`src/rtl/cam_capture_pack.sv`:
```
// cam_capture_pack: camera capture front-end.
// Packs DATA_W-bit sensor bytes into BYTES_PER_PIX-byte pixels, crops them to a
// runtime window latched at each frame start, and writes them into a pixel FIFO.
// The frame state machine only starts capture at a clean frame boundary. It
// abandons a frame that hits a full FIFO, and supports continuous and
// single-shot capture.
//
// Ports (all synchronous to pclk):
//   pclk, rst                    clock, synchronous active-high reset
//   capture_en, cfg_single       capture enable, single-shot mode
//   cfg_x_start/end, cfg_y_*     inclusive crop window (applied per frame)
//   err_clr                      clears sticky error flags
//   vsync, href, data            sensor interface (vsync high = blanking)
//   fifo_full                    downstream FIFO full
//   fifo_wr_en, fifo_din         FIFO write strobe and packed pixel
//   frame_start, frame_done      one-cycle frame pulses (done = good frame only)
//   frame_count, drop_count      good frames / overflow-aborted frames (sat 255)
//   busy                         state machine not idle
//   err_overflow, err_partial    sticky error flags
module cam_capture_pack #(
   parameter int unsigned DATA_W        = 8,
   parameter int unsigned BYTES_PER_PIX = 2,
   parameter int unsigned SWAP_BYTES    = 0,
   parameter int unsigned HCNT_W        = 12,
   parameter int unsigned VCNT_W        = 11,
   parameter int unsigned FCNT_W        = 16
) (
   input  logic                            pclk,
   input  logic                            rst,
   input  logic                            capture_en,
   input  logic                            cfg_single,
   input  logic [HCNT_W-1:0]               cfg_x_start,
   input  logic [HCNT_W-1:0]               cfg_x_end,
   input  logic [VCNT_W-1:0]               cfg_y_start,
   input  logic [VCNT_W-1:0]               cfg_y_end,
   input  logic                            err_clr,
   input  logic                            vsync,
   input  logic                            href,
   input  logic [DATA_W-1:0]               data,
   input  logic                            fifo_full,
   output logic                            fifo_wr_en,
   output logic [DATA_W*BYTES_PER_PIX-1:0] fifo_din,
   output logic                            frame_start,
   output logic                            frame_done,
   output logic [FCNT_W-1:0]               frame_count,
   output logic [7:0]                      drop_count,
   output logic                            busy,
   output logic                            err_overflow,
   output logic                            err_partial
);

   localparam int unsigned PIX_W = DATA_W * BYTES_PER_PIX;
   localparam int unsigned PH_W  = (BYTES_PER_PIX > 1) ? $clog2(BYTES_PER_PIX) : 1;
   localparam logic [PH_W-1:0] PH_LAST = PH_W'(BYTES_PER_PIX - 1);

   typedef enum logic [2:0] {
      S_IDLE,
      S_WAIT_VS,
      S_SYNC,
      S_ACTIVE,
      S_DROP
   } state_e;

   state_e state_q, state_d;

   // input stage and edge history
   logic              vs_q, hr_q, vs_p_q, hr_p_q;
   logic [DATA_W-1:0] dat_q;

   logic [PH_W-1:0]   phase_q, phase_d;
   logic [PIX_W-1:0]  pack_q, pack_d;
   logic [HCNT_W-1:0] x_q, x_d, xs_q, xs_d, xe_q, xe_d;
   logic [VCNT_W-1:0] y_q, y_d, ys_q, ys_d, ye_q, ye_d;
   logic              single_done_q, single_done_d;

   // write / done pipeline: decision -> pending -> output
   logic              wr_p_q, wr_d;
   logic [PIX_W-1:0]  pix_p_q, pix_d;
   logic              start_d;
   logic              done_p_q, done_p2_q, done_d;
   logic [7:0]        drop_q, drop_d;
   logic              ovf_set, part_set;

   logic                 fifo_wr_en_q, frame_start_q, frame_done_q, busy_q;
   logic [PIX_W-1:0]     fifo_din_q;
   logic [FCNT_W-1:0]    frame_count_q;
   logic                 err_ovf_q, err_part_q;

   logic              vs_rise_c, vs_fall_c, hr_fall_c, in_win_c;
   logic [PIX_W-1:0]  pack_shift_c, pix_c;

   assign vs_rise_c = vs_q & ~vs_p_q;
   assign vs_fall_c = ~vs_q & vs_p_q;
   assign hr_fall_c = ~hr_q & hr_p_q;
   assign in_win_c  = (x_q >= xs_q) && (x_q <= xe_q) && (y_q >= ys_q) && (y_q <= ye_q);

   // shift the new byte in; the earliest byte ends up in the MSBs
   assign pack_shift_c = PIX_W'({pack_q, dat_q});

   // optional byte reversal so the first byte lands in the LSBs
   always_comb begin
      pix_c = pack_shift_c;
      if (SWAP_BYTES != 0) begin
         for (int unsigned b = 0; b < BYTES_PER_PIX; b++) begin
            pix_c[b*DATA_W +: DATA_W] = pack_shift_c[(BYTES_PER_PIX-1-b)*DATA_W +: DATA_W];
         end
      end
   end

   // next-state and datapath decisions
   always_comb begin
      state_d       = state_q;
      phase_d       = phase_q;
      pack_d        = pack_q;
      x_d           = x_q;
      y_d           = y_q;
      xs_d          = xs_q;
      xe_d          = xe_q;
      ys_d          = ys_q;
      ye_d          = ye_q;
      single_done_d = single_done_q & capture_en;
      wr_d          = 1'b0;
      pix_d         = pix_p_q;
      start_d       = 1'b0;
      done_d        = 1'b0;
      drop_d        = drop_q;
      ovf_set       = 1'b0;
      part_set      = 1'b0;

      unique case (state_q)
         S_IDLE: begin
            // a finished single shot waits for capture_en to drop before re-arming
            if (capture_en && !single_done_q) state_d = S_WAIT_VS;
         end
         S_WAIT_VS: begin
            if (!capture_en)    state_d = S_IDLE;
            else if (vs_rise_c) state_d = S_SYNC;
         end
         S_SYNC: begin
            if (!capture_en) begin
               state_d = S_IDLE;
            end else if (vs_fall_c) begin
               state_d = S_ACTIVE;
               start_d = 1'b1;
               phase_d = '0;
               pack_d  = '0;
               x_d     = '0;
               y_d     = '0;
               xs_d    = cfg_x_start;
               xe_d    = cfg_x_end;
               ys_d    = cfg_y_start;
               ye_d    = cfg_y_end;
            end
         end
         S_ACTIVE: begin
            if (hr_q) begin
               pack_d = pack_shift_c;
               if (phase_q == PH_LAST) begin
                  phase_d = '0;
                  x_d     = (x_q == {HCNT_W{1'b1}}) ? x_q : x_q + HCNT_W'(1);
                  if (in_win_c) begin
                     if (fifo_full) begin
                        ovf_set = 1'b1;
                     end else begin
                        wr_d  = 1'b1;
                        pix_d = pix_c;
                     end
                  end
               end else begin
                  phase_d = phase_q + PH_W'(1);
               end
            end else if (hr_fall_c) begin
               if (phase_q != '0) part_set = 1'b1;
               phase_d = '0;
               x_d     = '0;
               y_d     = (y_q == {VCNT_W{1'b1}}) ? y_q : y_q + VCNT_W'(1);
            end

            if (vs_rise_c) begin
               if (ovf_set) begin
                  // overflow on the closing edge: the frame is already over
                  drop_d  = (drop_q == 8'hFF) ? drop_q : drop_q + 8'd1;
                  state_d = capture_en ? S_SYNC : S_IDLE;
               end else begin
                  done_d        = 1'b1;
                  single_done_d = cfg_single & capture_en;
                  state_d       = (cfg_single || !capture_en) ? S_IDLE : S_SYNC;
               end
            end else if (ovf_set) begin
               state_d = S_DROP;
            end
         end
         S_DROP: begin
            if (vs_rise_c) begin
               drop_d  = (drop_q == 8'hFF) ? drop_q : drop_q + 8'd1;
               state_d = capture_en ? S_SYNC : S_IDLE;
            end
         end
         default: state_d = S_IDLE;
      endcase
   end

   // state register
   always_ff @(posedge pclk) begin
      if (rst) state_q <= S_IDLE;
      else     state_q <= state_d;
   end

   // datapath and output registers
   always_ff @(posedge pclk) begin
      if (rst) begin
         vs_q          <= 1'b0;
         hr_q          <= 1'b0;
         vs_p_q        <= 1'b0;
         hr_p_q        <= 1'b0;
         dat_q         <= '0;
         phase_q       <= '0;
         pack_q        <= '0;
         x_q           <= '0;
         y_q           <= '0;
         xs_q          <= '0;
         xe_q          <= '0;
         ys_q          <= '0;
         ye_q          <= '0;
         single_done_q <= 1'b0;
         wr_p_q        <= 1'b0;
         pix_p_q       <= '0;
         done_p_q      <= 1'b0;
         done_p2_q     <= 1'b0;
         drop_q        <= '0;
         fifo_wr_en_q  <= 1'b0;
         fifo_din_q    <= '0;
         frame_start_q <= 1'b0;
         frame_done_q  <= 1'b0;
         frame_count_q <= '0;
         busy_q        <= 1'b0;
         err_ovf_q     <= 1'b0;
         err_part_q    <= 1'b0;
      end else begin
         vs_q          <= vsync;
         hr_q          <= href;
         dat_q         <= data;
         vs_p_q        <= vs_q;
         hr_p_q        <= hr_q;
         phase_q       <= phase_d;
         pack_q        <= pack_d;
         x_q           <= x_d;
         y_q           <= y_d;
         xs_q          <= xs_d;
         xe_q          <= xe_d;
         ys_q          <= ys_d;
         ye_q          <= ye_d;
         single_done_q <= single_done_d;
         wr_p_q        <= wr_d;
         pix_p_q       <= pix_d;
         drop_q        <= drop_d;
         fifo_wr_en_q  <= wr_p_q;
         if (wr_p_q) fifo_din_q <= pix_p_q;
         // frame_done trails the last possible write of the frame by one cycle
         done_p_q      <= done_d;
         done_p2_q     <= done_p_q;
         frame_done_q  <= done_p2_q;
         if (done_p2_q) frame_count_q <= frame_count_q + FCNT_W'(1);
         frame_start_q <= start_d;
         busy_q        <= (state_d != S_IDLE);
         // a set in the same cycle as err_clr wins
         err_ovf_q     <= ovf_set  | (err_ovf_q  & ~err_clr);
         err_part_q    <= part_set | (err_part_q & ~err_clr);
      end
   end

   assign fifo_wr_en   = fifo_wr_en_q;
   assign fifo_din     = fifo_din_q;
   assign frame_start  = frame_start_q;
   assign frame_done   = frame_done_q;
   assign frame_count  = frame_count_q;
   assign drop_count   = drop_q;
   assign busy         = busy_q;
   assign err_overflow = err_ovf_q;
   assign err_partial  = err_part_q;

endmodule

```
`config.mk`:
```
export PLATFORM = sky130hd
export DESIGN_NAME = cam_capture_pack
export DESIGN_NICKNAME = d
export VERILOG_FILES = /design/src/rtl/cam_capture_pack.sv
export SDC_FILE = /design/constraint.sdc
export NUM_CORES = 1
export LEC_CHECK = 0
export ABC_AREA = 1
export CORE_ASPECT_RATIO = 1.5
export CORE_MARGIN = 2
export CORE_UTILIZATION = 35
export DETAILED_ROUTE_END_ITERATION = 10
export DONT_BUFFER_PORTS = 1
export PLACE_DENSITY_LB_ADDON = 0.12
export SLEW_MARGIN = 20
export SYNTH_ARGS = -nofsm -noshare
export SYNTH_HDL_FRONTEND = slang
export SYNTH_SLANG_ARGS = --single-unit
```
`constraint.sdc`:
```
create_clock -name pclk -period 4.61 [get_ports pclk]
set_clock_uncertainty 0.2 [all_clocks]
set_input_delay 0.6915 -clock pclk [delete_from_list [all_inputs] [get_ports pclk]]
set_output_delay 0.6915 -clock pclk [all_outputs]
set_load 0.01 [all_outputs]
```
==> results.yml, run 1 <==
worst_setup_path:
  r2r_setup_slack_ns: 1.74
  worst-setup-path-type: "register to register"
  crit_path_end_kind: "register"
  timing.critical_path.cells: "ha_1 -> a21oi_1 -> nor2_1 -> nor2_1 -> nand3_1 -> nand2_1 -> nand2_1 -> nor2_2 -> nand2_1 -> inv_1 -> o21ai_0 -> a21oi_1"
  critPathLaunchType: "register"
  critical_path_arrival_ns: 3.03
  cpMostUsedCell: "nand2_1"
  critical_path.slowest_cell: "inv_1"
  critical_path.max_stage_delay_ns: 0.44
  data_required_time_of_the_critical_path_ns: 4.77
  r2r_start: "x_q[9]$_SDFFE_PP0P_"
  worst_path_dominant_cell_family: "simple AND/OR/NAND/NOR gates"
  depth_of_the_worst_register_to_register_path: 12
  top_fanout_value_on_the_critical_path: 20
  timing.rr.end: "pix_p_q[15]$_SDFFE_PP0P_"
  number_of_buffer_and_inverter_instances_along_the_worst_setup_path: 1
global_routing:
  global_route.usage.total_pct: 16.3
  grt_start_max_net_pins: 56
  grt_pass1_vias: 5602
  grt_pass1_wl_um: 28000
  grt_antenna_before_repair: 0
  grt-ovfl-total: 0
clocking:
  tritoncts_num_sinks: 159
  cts_hold_repair.buffers: 0
  clkSlewWorstSetupHoldPaths_ns: 0.06
  cts_root_buffer: "clkbuf_16"
  post_cts_setup_buffers: 0
  clockBufferDepth: 2
  cts_made_buffers: 17
  cts_resized: 0
  tritoncts_clock_tree: "built"
  worst_skew_pair.late_latency_ns: 0.43
  htree_num_levels: 4
synthesis:
  synth_flop_cell: "dfxtp_1"
  syn-instance-count: 951
  synth_async_sr_flop_share_pct: 0
  ys_ff_latch: 159
  synth-simple-area-share_pct: 20.7
  synth.cell_area_sq_um: 7200
  ranking_of_synthesized_cells_by_area: "dfxtp_1, nand2_1, ha_1"
  ys_warn_count: 0
  synthDominantCellAreaShare_pct: 44.2
  number_of_distinct_standard_cells_referenced_by_the_synthesized_netlist: 39
  synth_seq_area_share_pct: 44.2
  synth_largest_area_cell: "dfxtp_1"
  synthesis.nets: 1063
  xor_xnor_fraction_of_synth_area_pct: 0.852
  muxShareOfSynthArea_pct: 0
  syn-mean-instance-area_sq_um: 7.57
  synth_enable_flop_cells: 0
  synth_top_family_by_area: "simple AND/OR/NAND/NOR gates"
  post_synth_most_frequent_cells: "nand2_1, dfxtp_1, inv_1, nor2_1, o21ai_0"
  synth.most_common_cell: "nand2_1"
  yosys.area_share.adder_pct: 8.69
  synth_compound_gate_area_share_pct: 15.9
drt:
  route.vias.total: 5742
  drt_pre_antenna_iters: 4
  count_of_unresolved_drc_violations_after_routing: 0
  ant_nets: 0
  wirelength_um: 16800
  detail_route.iter0.violations: 227
  vias_per_cell: 4.69
  post_drt_wl_per_cell_um: 13.7
power_and_ir_drop:
  internal_power_mw: 2.20
  combinationalPowerShare_pct: 1.4
  vdd.ir_drop.worst_mv: 0.243
  total_switching_power_mw: 0.627
  clkPwrFrac_pct: 49.5
  power.sequential.fraction_pct: 49.1
  static-leakage-power_nw: 3.36
  power.density_cell_area_nw_per_um2: 352
  switching_share_pct: 22.2
floorplanning:
  core_sq_um: 20300
  height_of_the_die_um: 180
  row_count: 64
  top_level_ports: 108
  floorplan.die_area_sq_um: 21700
  start_util_pct: 35.5
  die_width_um: 121
run_status:
  status: "finished, final reports clean"
layout:
  antennaDiodeCount: 0
  utilization_pct: 39.7
  flow.area_growth_from_synthesis_pct: 11.6
  layout-drive-gt1-share_pct: 6.35
  nets: 1059
timing:
  finalMaxSlewViolations: 0
  period_needed_ns: 2.87
  timing.setup.tns_ns: 0
  grt_setup_unrepaired: "no"
  worst-slew-pin-transition_ns: 1.01
  report.final.setup_viol: 0
  achievable-frequency_mhz: 349
  final_hold_viol_count: 0
  minimum_hold_slack_ns: 0.144
  maxSlewHeadroom_pct: 32.3
  timing.final.crit_share_pct: 62.2
worst_hold_path:
  whs_endpoint: "frame_count[4]$_SDFFE_PP0P_"
  hp-start: "rst"
  hold_crit_class: "input pin to register"
  timing.hold.worst_path_depth: 1
placed_design:
  buffer_ports.inserted: 0
  post-dp-hpwl_um: 12300
  place.gp.congestion: 0.782
flow_run:
  max_cap_violations: 0
-- power groups by stage --
stage	Combinational [mW]	Sequential (mW)	Clock, mW
3_3_place_gp	0.0414	1.42	0
4_1_cts	0.0416	1.39	1.44
3_5_place_dp	0.0416	1.42	0
5_1_grt	0.0474	1.39	1.50
6_report	0.0406	1.39	1.40
2_1_floorplan	0.0370	1.42	0
-- state kept, by name, summed over array words and instances (netlist names), 3 cells and up --
signal       cells
pix_p_q         16
ys_q            11
x_q             12
dat_q            8
frame_count     16
xs_q            12
state_q          3
xe_q            12
ye_q            11
drop_count       8
y_q             11
pack_q           8
fifo_din        16
-- worst max-delay path by stage --
stage,start,cells past startpoint,endpoint
after floorplan,ys_q[10]$_SDFFE_PP0P_,14,pix_p_q[14]$_SDFFE_PP0P_
after global placement,x_q[9]$_SDFFE_PP0P_,12,pix_p_q[12]$_SDFFE_PP0P_
after detailed placement,y_q[9]$_SDFFE_PP0P_,13,pix_p_q[13]$_SDFFE_PP0P_
after CTS,y_q[9]$_SDFFE_PP0P_,13,pix_p_q[9]$_SDFFE_PP0P_
after global routing,x_q[11]$_SDFFE_PP0P_,13,pix_p_q[9]$_SDFFE_PP0P_
final,x_q[9]$_SDFFE_PP0P_,12,pix_p_q[15]$_SDFFE_PP0P_
-- metal layers --
metal	global-route usage (%)	wire length (um)
met2	28.4	8490
met4	5.95	244
met5	0	0
met3	4.35	770
met1	18.8	7290
-- area by class of cell --
type                            instances  area (sq um)
Clock buffer                           22           484
Clock inverter                         10           101
Timing Repair Buffer                    3          22.5
Inverter                              156           586
Tap cell                              264           330
Fill cell                            2100         12200
Sequential cell                       159          3180
Multi-Input combinational cell        610          3330
-- kinds of logic after synthesis --
group                      Yosys count
AOI/OAI and AO/OA                  209
xor gates and xnor gates             7
adders and majority gates           50
buffers and inverters              182
DFF                                159
and+or+nand+nor                    344
-- placed cells by master, fill, tap and decap left out, drive strengths merged, types with 5 or more instances in the layout --
cell	n
a21oi	79
nor3	18
inv	159
nor2	102
nand4	13
nand3	21
o21ai	95
clkbuf	22
ha	50
a211oi	20
xor2	5
nand2	183
dfxtp	159
-- stage by stage --
step	total power, mW	setup WS (ns)	std cells	cell area [sq um]
CTS	2.87	1.68	1224	8030
finish	2.83	1.74	1224	8030
detailed placement	1.46	1.71	1192	7450
global placement	1.46	1.75	1192	7450
global route	2.93	1.22	1224	8030
floorplan	1.45	2.53	951	7200
Power figures use the tool's default switching activity.
==> run 2: changes to the inputs <==
clock period = 2.7 ns   (was 4.61 ns; I/O delays follow)
==> run 2 against run 1 <==
  * Critical path depth up 1
  * Worst hold slack worse by 0.10 ns
  * Critical path type unchanged
  * Total power up 73%
  * Combinational power rose to 4.0 times the previous value
  * Sequential power up 71%
  * Routed wire length up 6.7%
  * Clock power up 68%
==> results.yml, run 2 (synthesis gave the netlist of run 1 again) <==
timing:
  worst-slew-pin-transition_ns: 0.995
  grt_setup_unrepaired: "no"
  timing.setup.tns_ns: 0
  report.final.setup_viol: 0
  maxSlewHeadroom_pct: 33.4
  timing.final.crit_share_pct: 89.0
  minimum_hold_slack_ns: 0.0417
  period_needed_ns: 2.40
  achievable-frequency_mhz: 416
  final_hold_viol_count: 0
  finalMaxSlewViolations: 0
clocking:
  worst_skew_pair.late_latency_ns: 0.42
  htree_num_levels: 4
  post_cts_setup_buffers: 0
  cts_made_buffers: 17
  tritoncts_num_sinks: 159
  clockBufferDepth: 2
  clkSlewWorstSetupHoldPaths_ns: 0.06
  cts_root_buffer: "clkbuf_16"
  tritoncts_clock_tree: "built"
floorplanning:
  start_util_pct: 35.5
  die_width_um: 121
  floorplan.die_area_sq_um: 21700
  core_sq_um: 20300
  height_of_the_die_um: 180
  top_level_ports: 108
  row_count: 64
drt:
  post_drt_wl_per_cell_um: 13.8
  route.vias.total: 6029
  detail_route.iter0.violations: 205
  count_of_unresolved_drc_violations_after_routing: 0
  ant_nets: 0
  vias_per_cell: 4.66
  wirelength_um: 17900
  drt_pre_antenna_iters: 4
layout:
  flow.area_growth_from_synthesis_pct: 21.5
  final_design_area_no_fill_sq_um: 8740
  final_common_cell: "nand2_1"
  total_area_of_multi_input_combinational_cells_sq_um: 3340
  ff_latch_area_sq_um: 3180
  antennaDiodeCount: 0
  nets: 1130
  filler_cell_count: 2081
  final_cell_mix: "nand2_1, dfxtp_1, inv_1"
  layout-drive-gt1-share_pct: 6.90
placed_design:
  place.gp.congestion: 0.823
  dpl-instance-area_sq_um: 7540
  buffer_ports.inserted: 0
  post-dp-hpwl_um: 12900
worst_setup_path:
  data_required_time_of_the_critical_path_ns: 2.81
  top_fanout_value_on_the_critical_path: 8
  worst-setup-path-type: "register to register"
  critical_path_arrival_ns: 2.51
  critPathLaunchType: "register"
  crit_path_end_kind: "register"
global_routing:
  grt_pass1_vias: 5837
  grt-ovfl-total: 0
  grt_pass1_wl_um: 29200
  grt_antenna_before_repair: 0
  grt_start_max_net_pins: 53
  global_route.usage.total_pct: 17.0
run_status:
  status: "finished, final reports clean"
power_and_ir_drop:
  vdd.ir_drop.worst_mv: 0.373
  total_power_mw: 4.88
  power.density_cell_area_nw_per_um2: 558
  static-leakage-power_nw: 3.68
flow_run:
  max_cap_violations: 0
worst_hold_path:
  hold_crit_class: "input pin to register"
-- run 2: final timing paths --
check,start,to,slack [ns],cells after the start
worst max register to register,x_q[9]$_SDFFE_PP0P_,drop_count[3]$_SDFFE_PP0P_,0.30,13
worst max-delay path,x_q[9]$_SDFFE_PP0P_,drop_count[3]$_SDFFE_PP0P_,0.30,13
worst min register to register,done_p_q$_SDFF_PP0_,done_p2_q$_SDFF_PP0_,0.20,2
worst min-delay path,cfg_single,single_done_q$_SDFF_PP0_,0.04,4
-- run 2: worst max-delay path: stages (launching register included) --
cell and delay, ns:
dfxtp_1 0.42, ha_1 0.27, a21oi_1 0.18, nor2_1 0.06, nor2_1 0.12, nand3_1 0.10
nand2_1 0.07, nand2_1 0.06, nor2_2 0.19, nand2_2 0.14, nand2_1 0.10, nand2_2 0.11
nor3b_1 0.20, nor2_1 0.07
-- run 2: per-layer routing --
| metal | part of all wire (%) | routed length, um | track usage [%] | vias up |
|---|---|---|---|---|
| met2 | 52 | 9350 | 30.8 | 95 |
| met3 | 3.9 | 693 | 4.44 | 18 |
| met5 | 0 | 0 | 0 | - |
| li1 | - | - | - | 3205 |
| met1 | 42 | 7450 | 18.6 | 2711 |
| met4 | 2.3 | 408 | 6.79 | 0 |
-- run 2: what timing repair did --
| item | CTS | global route |
|---|---|---|
| hold endpoints to repair | 100 | 0 |
| hold buffers | 60 | 0 |
| gates resized for setup | 0 | 2 |
| endpoints found under the setup margin | 0 | 2 |
-- run 2: final cells by class --
| type | instances | area share [%] |
|---|---|---|
| Clock buffer | 21 | 5.27 |
| Multi-Input combinational cell | 610 | 38.2 |
| Inverter | 156 | 6.70 |
| Clock inverter | 9 | 1.27 |
| Tap cell | 264 | 3.78 |
| Timing Repair Buffer | 74 | 8.41 |
| Sequential cell | 159 | 36.4 |
-- run 2: power breakdown --
part           internal [mW]  leakage, nW  switching (mW)
registers               2.36         1.28         0.00906
logic                 0.0830         2.12          0.0799
clock network           1.40        0.275           0.945
total                   3.84         3.68            1.03
-- run 2: per-stage QoR --
step                instances  setup WS, ns  util [%]
floorplan                 951         0.622         -
global placement         1203         0.169      37.2
detailed placement       1203         0.146      37.2
CTS                      1293         0.127      43.1
global route             1293        0.0149      43.2
finish                   1293         0.297      43.2
==> run 3: changes to the inputs <==
CORE_MARGIN = default   (was 2)
==> run 3 against run 2 <==
  * Register-to-register slack got worse by 0.02 ns
  * Global-route usage up 0.26 points
  * Non-clock buffer count down 3
  * Sequential power barely moved
  * Setup slack got worse by 0.019 ns
  * Core utilization is 0.99 points higher
  * Routed wire length down 1.9%
==> results.yml, run 3 (synthesis gave the netlist of run 1 again) <==
run_status:
  status: "finished, final reports clean"
worst_setup_path:
  r2r_start: "x_q[11]$_SDFFE_PP0P_"
  critical_path.slowest_cell: "dfxtp_1"
  timing.critical_path.cells: "ha_1 -> nand2_1 -> nor2_1 -> nand2_1 -> nor2_1 -> nand2_1 -> nand2_1 -> nand3_1 -> nor2_4 -> nand2_1 -> inv_1 -> o21ai_0 -> a21oi_1"
  number_of_buffer_and_inverter_instances_along_the_worst_setup_path: 1
  critical_path.max_stage_delay_ns: 0.35
  crit_path_end_kind: "register"
  data_required_time_of_the_critical_path_ns: 2.86
  critPathLaunchType: "register"
  r2r_setup_slack_ns: 0.28
  timing.rr.end: "pix_p_q[15]$_SDFFE_PP0P_"
  cpMostUsedCell: "nand2_1"
  depth_of_the_worst_register_to_register_path: 13
  worst_path_dominant_cell_family: "simple AND/OR/NAND/NOR gates"
  worst_setup_path_startpoint: "x_q[11]$_SDFFE_PP0P_"
  worst-setup-path-type: "register to register"
  critical_path_arrival_ns: 2.58
  top_fanout_value_on_the_critical_path: 14
timing:
  achievable-frequency_mhz: 413
  grt_setup_unrepaired: "no"
  finalMaxSlewViolations: 0
  timing.setup.tns_ns: 0
  maxSlewHeadroom_pct: 37.9
  report.final.setup_viol: 0
  minimum_hold_slack_ns: 0.0515
  final_hold_viol_count: 0
  period_needed_ns: 2.42
  worst-slew-pin-transition_ns: 0.929
  timing.final.crit_share_pct: 89.7
clocking:
  clockBufferDepth: 2
  cts_made_buffers: 17
  cts_root_buffer: "clkbuf_16"
  clkSlewWorstSetupHoldPaths_ns: 0.07
  tritoncts_num_sinks: 159
  tritoncts_clock_tree: "built"
  worst_skew_pair.late_latency_ns: 0.43
  htree_num_levels: 4
power_and_ir_drop:
  total_power_mw: 5.19
  power.density_cell_area_nw_per_um2: 590
  static-leakage-power_nw: 3.70
  vdd.ir_drop.worst_mv: 0.392
global_routing:
  globalRouteMet2Util_pct: 31.7
  grt_pass1_wl_um: 28500
  grt_antenna_before_repair: 0
  gr-usage-met1_pct: 18.5
  grt_pass1_vias: 5774
  gr-usage-met3_pct: 4.47
  global_route.usage.total_pct: 17.3
  grt_start_max_net_pins: 53
  grt-ovfl-total: 0
  gr_busiest_metal: "met2"
drt:
  route.vias.total: 6012
  wirelength_um: 17600
  ant_nets: 0
  post_drt_wl_per_cell_um: 13.6
  vias_per_cell: 4.67
  drt_pre_antenna_iters: 4
  detail_route.iter0.violations: 178
  count_of_unresolved_drc_violations_after_routing: 0
layout:
  total_area_of_multi_input_combinational_cells_sq_um: 3350
  ff_latch_area_sq_um: 3180
  layout-drive-gt1-share_pct: 7.00
  antennaDiodeCount: 0
  nets: 1127
  flow.area_growth_from_synthesis_pct: 22.3
  filler_cell_count: 2030
  final_common_cell: "nand2_1"
  final_cell_mix: "nand2_1, dfxtp_1, inv_1"
floorplanning:
  height_of_the_die_um: 178
  row_count: 63
  start_util_pct: 36.1
  die_width_um: 119
  top_level_ports: 108
  core_sq_um: 19900
  floorplan.die_area_sq_um: 21200
placed_design:
  buffer_ports.inserted: 0
  post-dp-hpwl_um: 12700
  place.gp.congestion: 0.795
worst_hold_path:
  hp-start: "cfg_single"
  hold_crit_class: "input pin to register"
  whs_endpoint: "single_done_q$_SDFF_PP0_"
  timing.hold.worst_path_depth: 4
flow_run:
  max_cap_violations: 0
==> run 3: where the power goes <==
group          internal, mW  total [mW]  switching [mW]
registers              2.36        2.37         0.00895
clock network          1.68        2.66           0.988
logic                0.0820       0.160          0.0781
total                  4.12        5.19            1.07
==> run 3: area by class of cell <==
class	count	share of cell area, %
clock buffer	20	5.07
clock inverter	12	2.34
inverter	156	6.65
multi-input combinational	610	38.0
sequential	159	36.2
tap	260	3.69
timing repair buffer	71	8.07
==> run 3: tightest hold or removal path, delay by kind of cell <==
family	cells	cell delay, ns
AND/OR/NAND/NOR	2	0.11
AO/OA/AOI/OAI	1	0.08
buffers and inverters	1	0.05
==> run 3: per-layer routing <==
layer	wire, um	vias up	share of wire [%]
met2	9080	92	52
met4	405	0	2.3
li1	-	3199	-
met1	7380	2695	42
met5	0	-	0
met3	705	26	4.0
==> run 3: per-stage QoR <==
stage | util, % | cell area [sq um] | setup slack [ns] | std cells
2_1_floorplan | - | 7200 | 0.622 | 951
3_3_place_gp | 37.7 | 7520 | 0.117 | 1197
3_5_place_dp | 37.7 | 7520 | 0.104 | 1197
4_1_cts | 44.0 | 8780 | 0.0767 | 1288
5_1_grt | 44.1 | 8800 | 0.00244 | 1288
6_report | 44.1 | 8800 | 0.278 | 1288
==> run 3: worst max path at each step <==
stage / depth (start not counted) / slack [ns] / to
6_report: 13 / 0.28 / pix_p_q[15]$_SDFFE_PP0P_
5_1_grt: 15 / 0.002 / drop_count[3]$_SDFFE_PP0P_
4_1_cts: 14 / 0.08 / drop_count[3]$_SDFFE_PP0P_
3_5_place_dp: 14 / 0.10 / drop_count[3]$_SDFFE_PP0P_
3_3_place_gp: 14 / 0.12 / drop_count[3]$_SDFFE_PP0P_
2_1_floorplan: 14 / 0.62 / pix_p_q[14]$_SDFFE_PP0P_
==> run 3: timing repair <==
| action | in CTS | in global routing |
|---|---|---|
| buffers inserted | 0 | 0 |
| resized for setup | 0 | 4 |
| endpoints found under the setup margin | 0 | 15 |
| hold endpoints to repair | 100 | 0 |
| hold buffers | 59 | 0 |
